==> config.mk <==
export PLATFORM = sky130hd
export DESIGN_NAME = dnn_layer_seq_flat
export DESIGN_NICKNAME = d
export VERILOG_FILES = /design/src/rtl/dnn_seq_pkg.sv /design/src/rtl/dnn_layer_seq_if.sv /design/src/rtl/dnn_desc_ram.sv /design/src/rtl/dnn_layer_seq.sv /design/src/flat_wrapper.sv
export SDC_FILE = /design/constraint.sdc
export NUM_CORES = 1
export LEC_CHECK = 0
export CORE_MARGIN = 2
export CORE_UTILIZATION = 50
export CTS_CLUSTER_SIZE = 40
export DETAILED_ROUTE_END_ITERATION = 10
export GPL_TIMING_DRIVEN = 0
export PLACE_DENSITY = 0.76
export SLEW_MARGIN = 15
export SYNTH_ARGS = -nofsm -noshare
export SYNTH_HDL_FRONTEND = slang
export SYNTH_HIERARCHICAL = 1
export SYNTH_SLANG_ARGS = --single-unit
==> constraint.sdc <==
create_clock -name clk -period 34.8 [get_ports clk]
set_input_delay 5.22 -clock clk [delete_from_list [all_inputs] [get_ports clk]]
set_output_delay 5.22 -clock clk [all_outputs]
set_load 0.05 [all_outputs]
==> src/rtl/dnn_seq_pkg.sv <==
// Shared types for the dnn layer sequencer: descriptor layout,
// FSM states and geometry field widths.
package dnn_seq_pkg;

    localparam int DESC_W = 128;
    localparam int NS_W   = 16;

    localparam int SS_W = 12;
    localparam int ID_W = 4;
    localparam int IS_W = 10;
    localparam int IH_W = 5;
    localparam int IW_W = 5;
    localparam int DS_W = 12;
    localparam int OD_W = 4;
    localparam int OS_W = 10;
    localparam int OH_W = 5;
    localparam int OW_W = 5;
    localparam int FS_W = 8;
    localparam int KH_W = 3;
    localparam int KW_W = 3;
    localparam int BC_W = 8;
    localparam int WC_W = 13;

    localparam int RSV_W = DESC_W - 86 - BC_W - WC_W - NS_W;

    // kw sits at bit 0; nsamp is the top field, spare bits above it
    typedef struct packed {
        logic [RSV_W-1:0] rsvd;
        logic [NS_W-1:0]  nsamp;
        logic [WC_W-1:0]  wcnt;
        logic [BC_W-1:0]  bcnt;
        logic [SS_W-1:0]  ss;
        logic [ID_W-1:0]  id;
        logic [IS_W-1:0]  is;
        logic [IH_W-1:0]  ih;
        logic [IW_W-1:0]  iw;
        logic [DS_W-1:0]  ds;
        logic [OD_W-1:0]  od;
        logic [OS_W-1:0]  os;
        logic [OH_W-1:0]  oh;
        logic [OW_W-1:0]  ow;
        logic [FS_W-1:0]  fs;
        logic [KH_W-1:0]  kh;
        logic [KW_W-1:0]  kw;
    } layer_desc_t;

    typedef enum logic [2:0] {
        IDLE,
        FETCH,
        LOAD_B,
        GAP_B,
        LOAD_W,
        GAP_W,
        RUN,
        NEXT
    } seq_state_t;

endpackage

==> src/rtl/dnn_layer_seq_if.sv <==
// Sequencer bus: config/start/abort, monitored streams, mode
// controls and geometry. Optional perf_sel/perf_cycles (SEQ_PERF_EN).
interface dnn_layer_seq_if
    import dnn_seq_pkg::*;
#(
    parameter int LW = 3
) ();

    logic              cfg_we;
    logic [LW-1:0]     cfg_layer;
    logic [DESC_W-1:0] cfg_data;
    logic              start;
    logic              abort;
    logic [LW:0]       num_layers;
    logic              src_valid;
    logic              src_ready;
    logic              dst_valid;
    logic              dst_ready;
    logic              run;
    logic              wwrite;
    logic              bwrite;
    logic [SS_W-1:0]   ss;
    logic [ID_W-1:0]   id;
    logic [IS_W-1:0]   is;
    logic [IH_W-1:0]   ih;
    logic [IW_W-1:0]   iw;
    logic [DS_W-1:0]   ds;
    logic [OD_W-1:0]   od;
    logic [OS_W-1:0]   os;
    logic [OH_W-1:0]   oh;
    logic [OW_W-1:0]   ow;
    logic [FS_W-1:0]   fs;
    logic [KH_W-1:0]   kh;
    logic [KW_W-1:0]   kw;
    logic              busy;
    logic              done;
    logic [LW-1:0]     layer_idx;
`ifdef SEQ_PERF_EN
    logic [LW-1:0]     perf_sel;
    logic [31:0]       perf_cycles;
`endif

    modport master (
        output cfg_we, cfg_layer, cfg_data,
        output start, abort, num_layers,
        output src_valid, src_ready,
        output dst_valid, dst_ready,
`ifdef SEQ_PERF_EN
        output perf_sel,
        input  perf_cycles,
`endif
        input  run, wwrite, bwrite,
        input  ss, id, is, ih, iw, ds,
        input  od, os, oh, ow, fs, kh, kw,
        input  busy, done, layer_idx
    );

    modport slave (
        input  cfg_we, cfg_layer, cfg_data,
        input  start, abort, num_layers,
        input  src_valid, src_ready,
        input  dst_valid, dst_ready,
`ifdef SEQ_PERF_EN
        input  perf_sel,
        output perf_cycles,
`endif
        output run, wwrite, bwrite,
        output ss, id, is, ih, iw, ds,
        output od, os, oh, ow, fs, kh, kw,
        output busy, done, layer_idx
    );

endinterface

==> src/rtl/dnn_desc_ram.sv <==
// Descriptor table: one write port, registered read port.
// Ports: we/waddr/wdata write; re/raddr load rdata (reset to 0).
module dnn_desc_ram
    import dnn_seq_pkg::*;
#(
    parameter int MAX_LAYERS = 8,
    parameter int LW         = 3
) (
    input  logic              clk,
    input  logic              rst_n,
    input  logic              we,
    input  logic [LW-1:0]     waddr,
    input  logic [DESC_W-1:0] wdata,
    input  logic              re,
    input  logic [LW-1:0]     raddr,
    output logic [DESC_W-1:0] rdata
);

    logic [DESC_W-1:0] mem [MAX_LAYERS];

    always_ff @(posedge clk) begin
        if (we)
            mem[waddr] <= wdata;
    end

    always_ff @(posedge clk) begin
        if (!rst_n)
            rdata <= '0;
        else if (re)
            rdata <= mem[raddr];
    end

endmodule

==> src/rtl/dnn_layer_seq.sv <==
// Layer sequencer driving tiny_dnn_top through bias/weight/run.
// Ports: clk, rst_n (sync, active low), bus (slave). Macro SEQ_PERF_EN.
module dnn_layer_seq
    import dnn_seq_pkg::*;
#(
    parameter int MAX_LAYERS = 8,
    parameter int LW         = 3
) (
    input logic            clk,
    input logic            rst_n,
    dnn_layer_seq_if.slave bus
);

    seq_state_t        state_q, state_nxt;
    logic [LW-1:0]     layer_q;
    layer_desc_t       desc_q;
    logic [WC_W-1:0]   beat_q;
    logic [DS_W-1:0]   dcnt_q;
    logic [NS_W-1:0]   scnt_q;
    logic              run_q, wwrite_q, bwrite_q;
    logic              busy_q, done_q;
    logic              src_beat, dst_beat;
    logic              ld_hit, ds_hit, last;
    logic [WC_W-1:0]   lim;
    logic [LW:0]       nl_eff;
    logic              unused_rsvd;

    assign src_beat = bus.src_valid & bus.src_ready;
    assign dst_beat = bus.dst_valid & bus.dst_ready;

    assign lim = (state_q == LOAD_B) ?
                 {{(WC_W-BC_W){1'b0}}, desc_q.bcnt} :
                 desc_q.wcnt;
    assign ld_hit = src_beat && (beat_q == lim);
    assign ds_hit = dst_beat && (dcnt_q == desc_q.ds);

    // a layer count of zero runs a single layer
    assign nl_eff = (bus.num_layers == '0) ?
                    {{LW{1'b0}}, 1'b1} : bus.num_layers;
    assign last = ({1'b0, layer_q} + {{LW{1'b0}}, 1'b1}) == nl_eff;

    dnn_desc_ram #(
        .MAX_LAYERS(MAX_LAYERS),
        .LW        (LW)
    ) u_ram (
        .clk  (clk),
        .rst_n(rst_n),
        .we   (bus.cfg_we && (state_q == IDLE)),
        .waddr(bus.cfg_layer),
        .wdata(bus.cfg_data),
        .re   (state_q == FETCH),
        .raddr(layer_q),
        .rdata(desc_q)
    );

    always_comb begin
        state_nxt = state_q;
        unique case (state_q)
            IDLE:   if (bus.start) state_nxt = FETCH;
            FETCH:  state_nxt = LOAD_B;
            LOAD_B: if (ld_hit) state_nxt = GAP_B;
            GAP_B:  if (!bus.src_valid) state_nxt = LOAD_W;
            LOAD_W: if (ld_hit) state_nxt = GAP_W;
            GAP_W:  if (!bus.src_valid) state_nxt = RUN;
            RUN: begin
                if (ds_hit && (scnt_q == desc_q.nsamp))
                    state_nxt = NEXT;
            end
            NEXT:   state_nxt = last ? IDLE : FETCH;
            default: state_nxt = IDLE;
        endcase
        if (bus.abort)
            state_nxt = IDLE;
    end

    always_ff @(posedge clk) begin
        if (!rst_n) begin
            state_q  <= IDLE;
            layer_q  <= '0;
            beat_q   <= '0;
            dcnt_q   <= '0;
            scnt_q   <= '0;
            run_q    <= 1'b0;
            wwrite_q <= 1'b0;
            bwrite_q <= 1'b0;
            busy_q   <= 1'b0;
            done_q   <= 1'b0;
        end else begin
            state_q  <= state_nxt;
            run_q    <= (state_nxt == RUN);
            wwrite_q <= (state_nxt == LOAD_W) || (state_nxt == GAP_W);
            bwrite_q <= (state_nxt == LOAD_B) || (state_nxt == GAP_B);
            busy_q   <= (state_nxt != IDLE);
            done_q   <= (state_q == NEXT) && last && !bus.abort;

            if (state_q == IDLE && bus.start && !bus.abort)
                layer_q <= '0;
            else if (state_q == NEXT && !last && !bus.abort)
                layer_q <= layer_q + {{(LW-1){1'b0}}, 1'b1};

            // any state change zeroes counters, covering every entry
            if (state_nxt != state_q) begin
                beat_q <= '0;
                dcnt_q <= '0;
                scnt_q <= '0;
            end else if ((state_q == LOAD_B || state_q == LOAD_W)
                         && src_beat) begin
                beat_q <= beat_q + 13'd1;
            end else if (state_q == RUN && dst_beat) begin
                if (dcnt_q == desc_q.ds) begin
                    dcnt_q <= '0;
                    scnt_q <= scnt_q + 16'd1;
                end else begin
                    dcnt_q <= dcnt_q + 12'd1;
                end
            end
        end
    end

    assign bus.run       = run_q;
    assign bus.wwrite    = wwrite_q;
    assign bus.bwrite    = bwrite_q;
    assign bus.busy      = busy_q;
    assign bus.done      = done_q;
    assign bus.layer_idx = layer_q;
    assign bus.ss        = desc_q.ss;
    assign bus.id        = desc_q.id;
    assign bus.is        = desc_q.is;
    assign bus.ih        = desc_q.ih;
    assign bus.iw        = desc_q.iw;
    assign bus.ds        = desc_q.ds;
    assign bus.od        = desc_q.od;
    assign bus.os        = desc_q.os;
    assign bus.oh        = desc_q.oh;
    assign bus.ow        = desc_q.ow;
    assign bus.fs        = desc_q.fs;
    assign bus.kh        = desc_q.kh;
    assign bus.kw        = desc_q.kw;

    assign unused_rsvd = ^desc_q.rsvd;

`ifdef SEQ_PERF_EN
    logic [31:0] perf_q;
    logic [31:0] perf_mem [MAX_LAYERS];

    // counts FETCH through the last RUN cycle, saturating
    always_ff @(posedge clk) begin
        if (!rst_n)
            perf_q <= '0;
        else if (state_q == FETCH)
            perf_q <= 32'd1;
        else if (perf_q != 32'hFFFF_FFFF)
            perf_q <= perf_q + 32'd1;
    end

    always_ff @(posedge clk) begin
        if (state_q == IDLE && bus.start && !bus.abort) begin
            for (int i = 0; i < MAX_LAYERS; i++)
                perf_mem[i] <= '0;
        end else if (state_q == NEXT) begin
            perf_mem[layer_q] <= perf_q;
        end
    end

    assign bus.perf_cycles = perf_mem[bus.perf_sel];
`endif

endmodule

==> src/flat_wrapper.sv <==
// flat-port wrapper written by rule: the top's interface ports become plain ports
module dnn_layer_seq_flat import dnn_seq_pkg::*;
#(
    parameter int MAX_LAYERS = 8,
    parameter int LW         = 3
)
  (clk, rst_n, bus_cfg_we, bus_cfg_layer, bus_cfg_data, bus_start, bus_abort, bus_num_layers, bus_src_valid, bus_src_ready, bus_dst_valid, bus_dst_ready, bus_run, bus_wwrite, bus_bwrite, bus_ss, bus_id, bus_is, bus_ih, bus_iw, bus_ds, bus_od, bus_os, bus_oh, bus_ow, bus_fs, bus_kh, bus_kw, bus_busy, bus_done, bus_layer_idx);
  dnn_layer_seq_if #(.LW(LW)) bus_i ();
  input logic clk;
  input logic rst_n;
  input wire logic [$bits(bus_i.cfg_we)-1:0] bus_cfg_we;
  input wire logic [$bits(bus_i.cfg_layer)-1:0] bus_cfg_layer;
  input wire logic [$bits(bus_i.cfg_data)-1:0] bus_cfg_data;
  input wire logic [$bits(bus_i.start)-1:0] bus_start;
  input wire logic [$bits(bus_i.abort)-1:0] bus_abort;
  input wire logic [$bits(bus_i.num_layers)-1:0] bus_num_layers;
  input wire logic [$bits(bus_i.src_valid)-1:0] bus_src_valid;
  input wire logic [$bits(bus_i.src_ready)-1:0] bus_src_ready;
  input wire logic [$bits(bus_i.dst_valid)-1:0] bus_dst_valid;
  input wire logic [$bits(bus_i.dst_ready)-1:0] bus_dst_ready;
  output wire logic [$bits(bus_i.run)-1:0] bus_run;
  output wire logic [$bits(bus_i.wwrite)-1:0] bus_wwrite;
  output wire logic [$bits(bus_i.bwrite)-1:0] bus_bwrite;
  output wire logic [$bits(bus_i.ss)-1:0] bus_ss;
  output wire logic [$bits(bus_i.id)-1:0] bus_id;
  output wire logic [$bits(bus_i.is)-1:0] bus_is;
  output wire logic [$bits(bus_i.ih)-1:0] bus_ih;
  output wire logic [$bits(bus_i.iw)-1:0] bus_iw;
  output wire logic [$bits(bus_i.ds)-1:0] bus_ds;
  output wire logic [$bits(bus_i.od)-1:0] bus_od;
  output wire logic [$bits(bus_i.os)-1:0] bus_os;
  output wire logic [$bits(bus_i.oh)-1:0] bus_oh;
  output wire logic [$bits(bus_i.ow)-1:0] bus_ow;
  output wire logic [$bits(bus_i.fs)-1:0] bus_fs;
  output wire logic [$bits(bus_i.kh)-1:0] bus_kh;
  output wire logic [$bits(bus_i.kw)-1:0] bus_kw;
  output wire logic [$bits(bus_i.busy)-1:0] bus_busy;
  output wire logic [$bits(bus_i.done)-1:0] bus_done;
  output wire logic [$bits(bus_i.layer_idx)-1:0] bus_layer_idx;
  assign bus_i.cfg_we = bus_cfg_we;
  assign bus_i.cfg_layer = bus_cfg_layer;
  assign bus_i.cfg_data = bus_cfg_data;
  assign bus_i.start = bus_start;
  assign bus_i.abort = bus_abort;
  assign bus_i.num_layers = bus_num_layers;
  assign bus_i.src_valid = bus_src_valid;
  assign bus_i.src_ready = bus_src_ready;
  assign bus_i.dst_valid = bus_dst_valid;
  assign bus_i.dst_ready = bus_dst_ready;
  assign bus_run = bus_i.run;
  assign bus_wwrite = bus_i.wwrite;
  assign bus_bwrite = bus_i.bwrite;
  assign bus_ss = bus_i.ss;
  assign bus_id = bus_i.id;
  assign bus_is = bus_i.is;
  assign bus_ih = bus_i.ih;
  assign bus_iw = bus_i.iw;
  assign bus_ds = bus_i.ds;
  assign bus_od = bus_i.od;
  assign bus_os = bus_i.os;
  assign bus_oh = bus_i.oh;
  assign bus_ow = bus_i.ow;
  assign bus_fs = bus_i.fs;
  assign bus_kh = bus_i.kh;
  assign bus_kw = bus_i.kw;
  assign bus_busy = bus_i.busy;
  assign bus_done = bus_i.done;
  assign bus_layer_idx = bus_i.layer_idx;
  dnn_layer_seq #(.MAX_LAYERS(MAX_LAYERS), .LW(LW)) u_core (.clk(clk), .rst_n(rst_n), .bus(bus_i));
endmodule
==> flow_metrics.py, run 1 <==
metrics = {
    "cts": {
        "clkLatencyLatePin_ps": 700,
        "htreeDepth": 3,
        "cts_setup_buffers": 0,
        "cts_root_buf": "clkbuf_16",
        "clk_pin_slew_worst_paths_ps": 60,
        "cts_tree": "done",
        "cts.hold.buffers_added": 0,
        "cts_buffers": 112,
        "clkSinkCount": 1159,
        "cts_resized": 0,
        "cts_max_path_buffers": 3,
    },
    "route": {
        "met3_length_mm": 10.66,
        "drc": 0,
        "via_per_inst": 5.984,
        "dr_wl_met2_mm": 55.68,
        "postRouteAntennaNets": 0,
        "routed_wl_mm": 116.3,
        "detail_route.first_pass.iterations": 5,
        "avgRoutedWirePerCell_um": 26.79,
        "drtIter0Drc": 2633,
        "routed.top_layer": "met5",
        "met1_length_mm": 46.42,
        "vias": 25990,
    },
    "floorplan": {
        "rows": 109,
        "die_area_mm2": 0.09189,
        "die_x_um": 303.1,
        "start_util_pct": 50.55,
        "die_h_um": 303.1,
        "core_mm2": 0.08851,
        "pin_count": 238,
    },
    "setup_path": {
        "endpoint": "u_core/dcnt_q[6]",
        "rr_worst_depth": 8,
        "critPathArrivalTime_ps": 8320,
        "cp_num_buf_inv": 1,
        "endpoint_kind": "flip-flop",
        "timing.rr.start": "u_core/state_q[0]",
        "crit_fanout": 10,
        "path_depth": 8,
        "critical-path-slowest-cell": "a2bb2oi_2",
        "max_stage_delay_ps": 600,
        "crit_type": "input pin to flip-flop",
        "crit_chain": "clkdlybuf4s50_1, nand4_1, nand4bb_1, nor4_4, nand4_1, a21boi_2, a2bb2oi_2, nor2_1",
        "rrSetupSlack_ps": 30430,
        "crit_family": "simple AND/OR/NAND/NOR gates",
        "start_kind": "input pin",
        "rr_endpoint": "u_core/u_ram/rdata[70]",
        "cp_common_cell": "nand4_1",
        "worstSetupStartpoint": "bus_dst_valid",
        "critPathRequiredTime_ps": 35350,
    },
    "sta": {
        "fin_crit_sh_pct": 22.33,
        "fin_crit_ps": 7769,
        "fin_tns_setup_ps": 0,
        "slew_viol_final": 0,
        "setup_viol": 0,
        "tightest_slew_ps": 1219,
        "hold_violations": 0,
        "skew_ps": 44.36,
        "rsz0062_at_grt": "no",
        "max_freq_mhz": 128.7,
        "slew_headroom_pct": 18.73,
    },
    "logic_synthesis": {
        "yosysWarnings": 6,
        "synth_area_mm2": 0.04474,
        "syn_nets": 2794,
        "syn_avg_cell_area_um2": 16.91,
        "synth_cells": 2646,
    },
    "finish": {
        "multi_input_area_mm2": 0.01066,
        "drive_gt1_share_pct": 13.64,
        "final_cells": 4343,
        "area_growth_pct": 19.67,
        "fin_util_pct": 60.49,
        "seqCellArea_mm2": 0.03305,
        "fill_cells": 6196,
        "fin_nets": 3216,
    },
    "global_route": {
        "grt_overflow_total": 0,
        "grt_pass1_vias": 26240,
        "grt_pass1_wl_mm": 168.8,
        "track_usage_pct": 25.03,
        "grt_max_degree": 23,
        "antenna_found_initial": 25,
    },
    "power_and_ir_drop": {
        "combPwrFrac_pct": 4.5,
        "sw_frac_of_total_pct": 21.39,
        "ir_worst_vdd_mv": 0.04137,
        "p_clk_share_pct": 41.4,
        "p_total_w": 0.002867,
        "p_switching_w": 0.0006135,
        "power.density_mw_per_mm2": 53.56,
        "internal_power_w": 0.002254,
        "pwr-share-seq_pct": 54.1,
        "leakage_nw": 17.12,
    },
    "flow_run": {
        "maxCapViolCount": 0,
    },
    "outcome": {
        "status": "completed",
    },
    "place": {
        "portBuffers": 231,
        "dpl.hpwl_mm": 78.82,
        "placed_cells": 4119,
        "gp_congestion": 0.8910,
    },
    "worst_hold_path": {
        "hp-class": "flip-flop to flip-flop",
        "min_from": "u_core/u_ram/rdata[69]",
    },
}
-- cell usage in the layout, fill, tap and decap left out, types with 17 or more instances in the layout --
cell,count
clkinv_2,19
buf_2,21
buf_16,20
clkinv_1,17
edfxtp_1,984
mux2i_1,252
clkbuf_16,115
a221o_1,75
buf_12,32
nand2_1,30
a21oi_1,134
o21ai_0,124
xnor2_1,46
mux2_1,152
dfxtp_1,175
buf_6,29
clkdlybuf4s50_1,231
mux2_2,94
clkbuf_1,107
buf_4,41
xor2_1,30
a22oi_1,50
o22ai_1,76
o221ai_1,48
nor2_1,64
-- power groups by stage --
stage          Sequential [W]  Combinational (W)  Clock, W
6_report              0.00155           0.000129   0.00119
3_5_place_dp          0.00158           0.000127         0
4_1_cts               0.00155           0.000128   0.00120
3_3_place_gp          0.00159           0.000112         0
5_1_grt               0.00155           0.000136   0.00125
2_1_floorplan         0.00160          0.0000372         0
-- sequential cells by signal, summed over array words and instances, names as in the netlist, 3 cells and up --
name / cells
u_core/beat_q: 13
u_core/bus.layer_idx: 3
u_core/dcnt_q: 12
u_core/scnt_q: 16
u_core/state_q: 3
u_core/u_ram/mem: 984
u_core/u_ram/rdata: 123
-- through the flow --
step                cell area, µm²  setup WS [ps]  hold slack, ps
finish                       53540          27030           535.4
detailed placement           49840          26460           516.4
global placement             48510          11180           512.9
floorplan                    44740          20290           481.2
global route                 53530          27010           550.9
CTS                          53510          27180           536.9
-- layout make-up --
cell class / count / share of cell area [%]
inverter: 12 / 0.08413
clock inverter: 66 / 1.070
sequential: 1159 / 61.73
buffer: 167 / 1.947
clock buffer: 146 / 5.779
timing repair buffer: 308 / 6.707
antenna: 12 / 0.05609
tap: 1165 / 2.723
multi-input combinational: 1308 / 19.90
-- layer usage --
layer / up-vias / GRT usage [%]
met5: - / 0
met1: 13190 / 33.40
li1: 11360 / -
met4: 22 / 8.715
met2: 1194 / 40.43
met3: 215 / 5.947
-- tightest hold or removal path: stages (launching register included) --
cell	delay, ps
dfxtp_1	330
o21ai_0	70
a21oi_1	100
-- worst min path at each step --
stage	endpoint	slack (ps)	cells past startpoint
3_3_place_gp	u_core/u_ram/rdata[0]	510	2
5_1_grt	u_core/u_ram/rdata[18]	550	2
2_1_floorplan	u_core/dcnt_q[0]	480	2
3_5_place_dp	u_core/u_ram/rdata[21]	520	2
6_report	u_core/u_ram/rdata[69]	540	2
4_1_cts	u_core/u_ram/rdata[69]	540	2
No activity file was read; power rests on OpenSTA's default activity.
==> run 2: changes to the inputs <==
Clock period 34.8 ns to 7.44 ns, I/O delays scaled along.
==> run 2 against run 1 <==
Against the previous run: critical path depth unchanged; largest cell class unchanged; worst setup slack lost 24000 ps; non-clock buffer count shrank 16; utilization grew 0.25 points; critical path type is now flip-flop to flip-flop.
==> flow_metrics.py, run 2 (synthesis gave the netlist of run 1 again) <==
metrics = {
    "setup_path": {
        "endpoint_kind": "flip-flop",
        "critPathRequiredTime_ps": 7930,
        "rrSetupSlack_ps": 2990,
        "crit_fanout": 11,
        "critPathArrivalTime_ps": 4940,
        "crit_type": "flip-flop to flip-flop",
        "start_kind": "flip-flop",
    },
    "route": {
        "detail_route.first_pass.iterations": 5,
        "routed_wl_mm": 116.3,
        "avgRoutedWirePerCell_um": 26.88,
        "postRouteAntennaNets": 0,
        "via_per_inst": 6.044,
        "drtIter0Drc": 2976,
        "drc": 0,
        "vias": 26150,
    },
    "floorplan": {
        "start_util_pct": 50.55,
        "die_h_um": 303.1,
        "core_mm2": 0.08851,
        "die_x_um": 303.1,
        "die_area_mm2": 0.09189,
        "pin_count": 238,
        "rows": 109,
    },
    "cts": {
        "clkSinkCount": 1159,
        "cts_tree": "done",
        "clkLatencyLatePin_ps": 670,
        "cts_resized": 0,
        "cts.hold.buffers_added": 0,
        "cts_root_buf": "clkbuf_16",
        "cts_max_path_buffers": 3,
        "clk_pin_slew_worst_paths_ps": 60,
        "cts_buffers": 113,
        "htreeDepth": 3,
        "cts_setup_buffers": 0,
    },
    "power_and_ir_drop": {
        "ir_worst_vdd_mv": 0.2163,
        "power.density_mw_per_mm2": 256.7,
        "leakage_nw": 17.18,
        "p_total_w": 0.01380,
    },
    "finish": {
        "seqCellArea_mm2": 0.03305,
        "finalInstanceArea_mm2": 0.05377,
        "top_regs": "u_core/u_ram/mem (984), u_core/u_ram/rdata (123), u_core/scnt_q (16)",
        "largest_reg_flops": 984,
        "multi_input_area_mm2": 0.01067,
        "fill_cells": 6145,
        "drive_gt1_share_pct": 13.07,
        "area_growth_pct": 20.18,
        "final_common_cell": "edfxtp_1",
        "fin_nets": 3201,
        "final_cell_mix": "984 x edfxtp_1, 252 x mux2i_1, 231 x clkdlybuf4s50_1",
        "regMostFlops": "u_core/u_ram/mem",
    },
    "sta": {
        "skew_ps": 29.64,
        "tightest_slew_ps": 1249,
        "max_freq_mhz": 224.7,
        "fin_crit_sh_pct": 59.82,
        "slew_viol_final": 0,
        "slew_headroom_pct": 16.76,
        "hold_violations": 0,
        "rsz0062_at_grt": "no",
        "fin_crit_ps": 4451,
        "setup_viol": 0,
    },
    "global_route": {
        "grt_max_degree": 23,
        "grt_pass1_vias": 26250,
        "grt_overflow_total": 0,
        "antenna_found_initial": 26,
        "track_usage_pct": 25.00,
        "grt_pass1_wl_mm": 168.5,
    },
    "flow_run": {
        "maxCapViolCount": 0,
    },
    "place": {
        "gp_congestion": 0.9058,
        "dpl_cell_area_mm2": 0.04981,
        "dpl.hpwl_mm": 77.16,
        "portBuffers": 231,
    },
    "outcome": {
        "status": "completed",
    },
    "worst_hold_path": {
        "hp-class": "flip-flop to flip-flop",
    },
}
run 2: changes by cell type in the layout (fill, tap and decap cells not counted), sizes merged:
| cell | before | now |
|---|---|---|
| clkbuf | 232 | 250 |
| buf | 158 | 142 |
| clkinv | 44 | 30 |
| bufinv | 5 | 15 |
| inv | 19 | 12 |
| clkinvlp | 10 | 5 |
| diode | 12 | 10 |
run 2: final timing paths:
path,from,to,cells past startpoint
worst max-delay path,u_core/state_q[0],u_core/u_ram/rdata[74],8
worst min-delay path,u_core/u_ram/rdata[1],u_core/u_ram/rdata[1],2
worst max register to register,u_core/state_q[0],u_core/u_ram/rdata[74],8
worst min register to register,u_core/u_ram/rdata[1],u_core/u_ram/rdata[1],2
run 2: power by group:
group | internal, W | total [W] | switching [W]
sequential | 0.00720 | 0.00726 | 0.0000594
clock | 0.00358 | 0.00594 | 0.00236
combinational | 0.000215 | 0.000602 | 0.000387
total | 0.0110 | 0.0138 | 0.00281
run 2: critical path, cell delays in order, from the launching register on:
cell and delay [ps]:
dfxtp_1 300, buf_2 350, clkbuf_1 420, nor3b_1 930, buf_2 430, buf_2 420
clkbuf_1 430, clkbuf_1 780, a21oi_1 180
run 2: per-layer routing:
metal / global-route usage, % / up-vias / wire length, µm
met2: 39.96 / 1284 / 55580
met1: 33.50 / 13300 / 46010
met3: 6.354 / 229 / 11070
li1: - / 11310 / -
met4: 8.609 / 34 / 3421
met5: 0 / - / 205
run 2: through the flow:
step                setup TNS, ps  setup slack [ps]  hold WS [ps]  utilization [%]  cells
floorplan                       0             341.6         481.2                -   2646
global placement         -5210220             -5586         514.1            54.82   4042
detailed placement              0              3023         518.1            56.28   4103
CTS                             0              3209         534.0            60.72   4317
global route                    0              3010         563.8            60.73   4323
finish                          0              2989         529.7            60.74   4327
run 2: layout make-up:
class	instances	area share, %
Multi-Input combinational cell	1308	19.84
Tap cell	1165	2.711
Antenna cell	10	0.04654
Clock buffer	164	6.118
Inverter	12	0.08378
Sequential cell	1159	61.47
Buffer	167	1.939
Clock inverter	50	1.189
Timing Repair Buffer	292	6.597
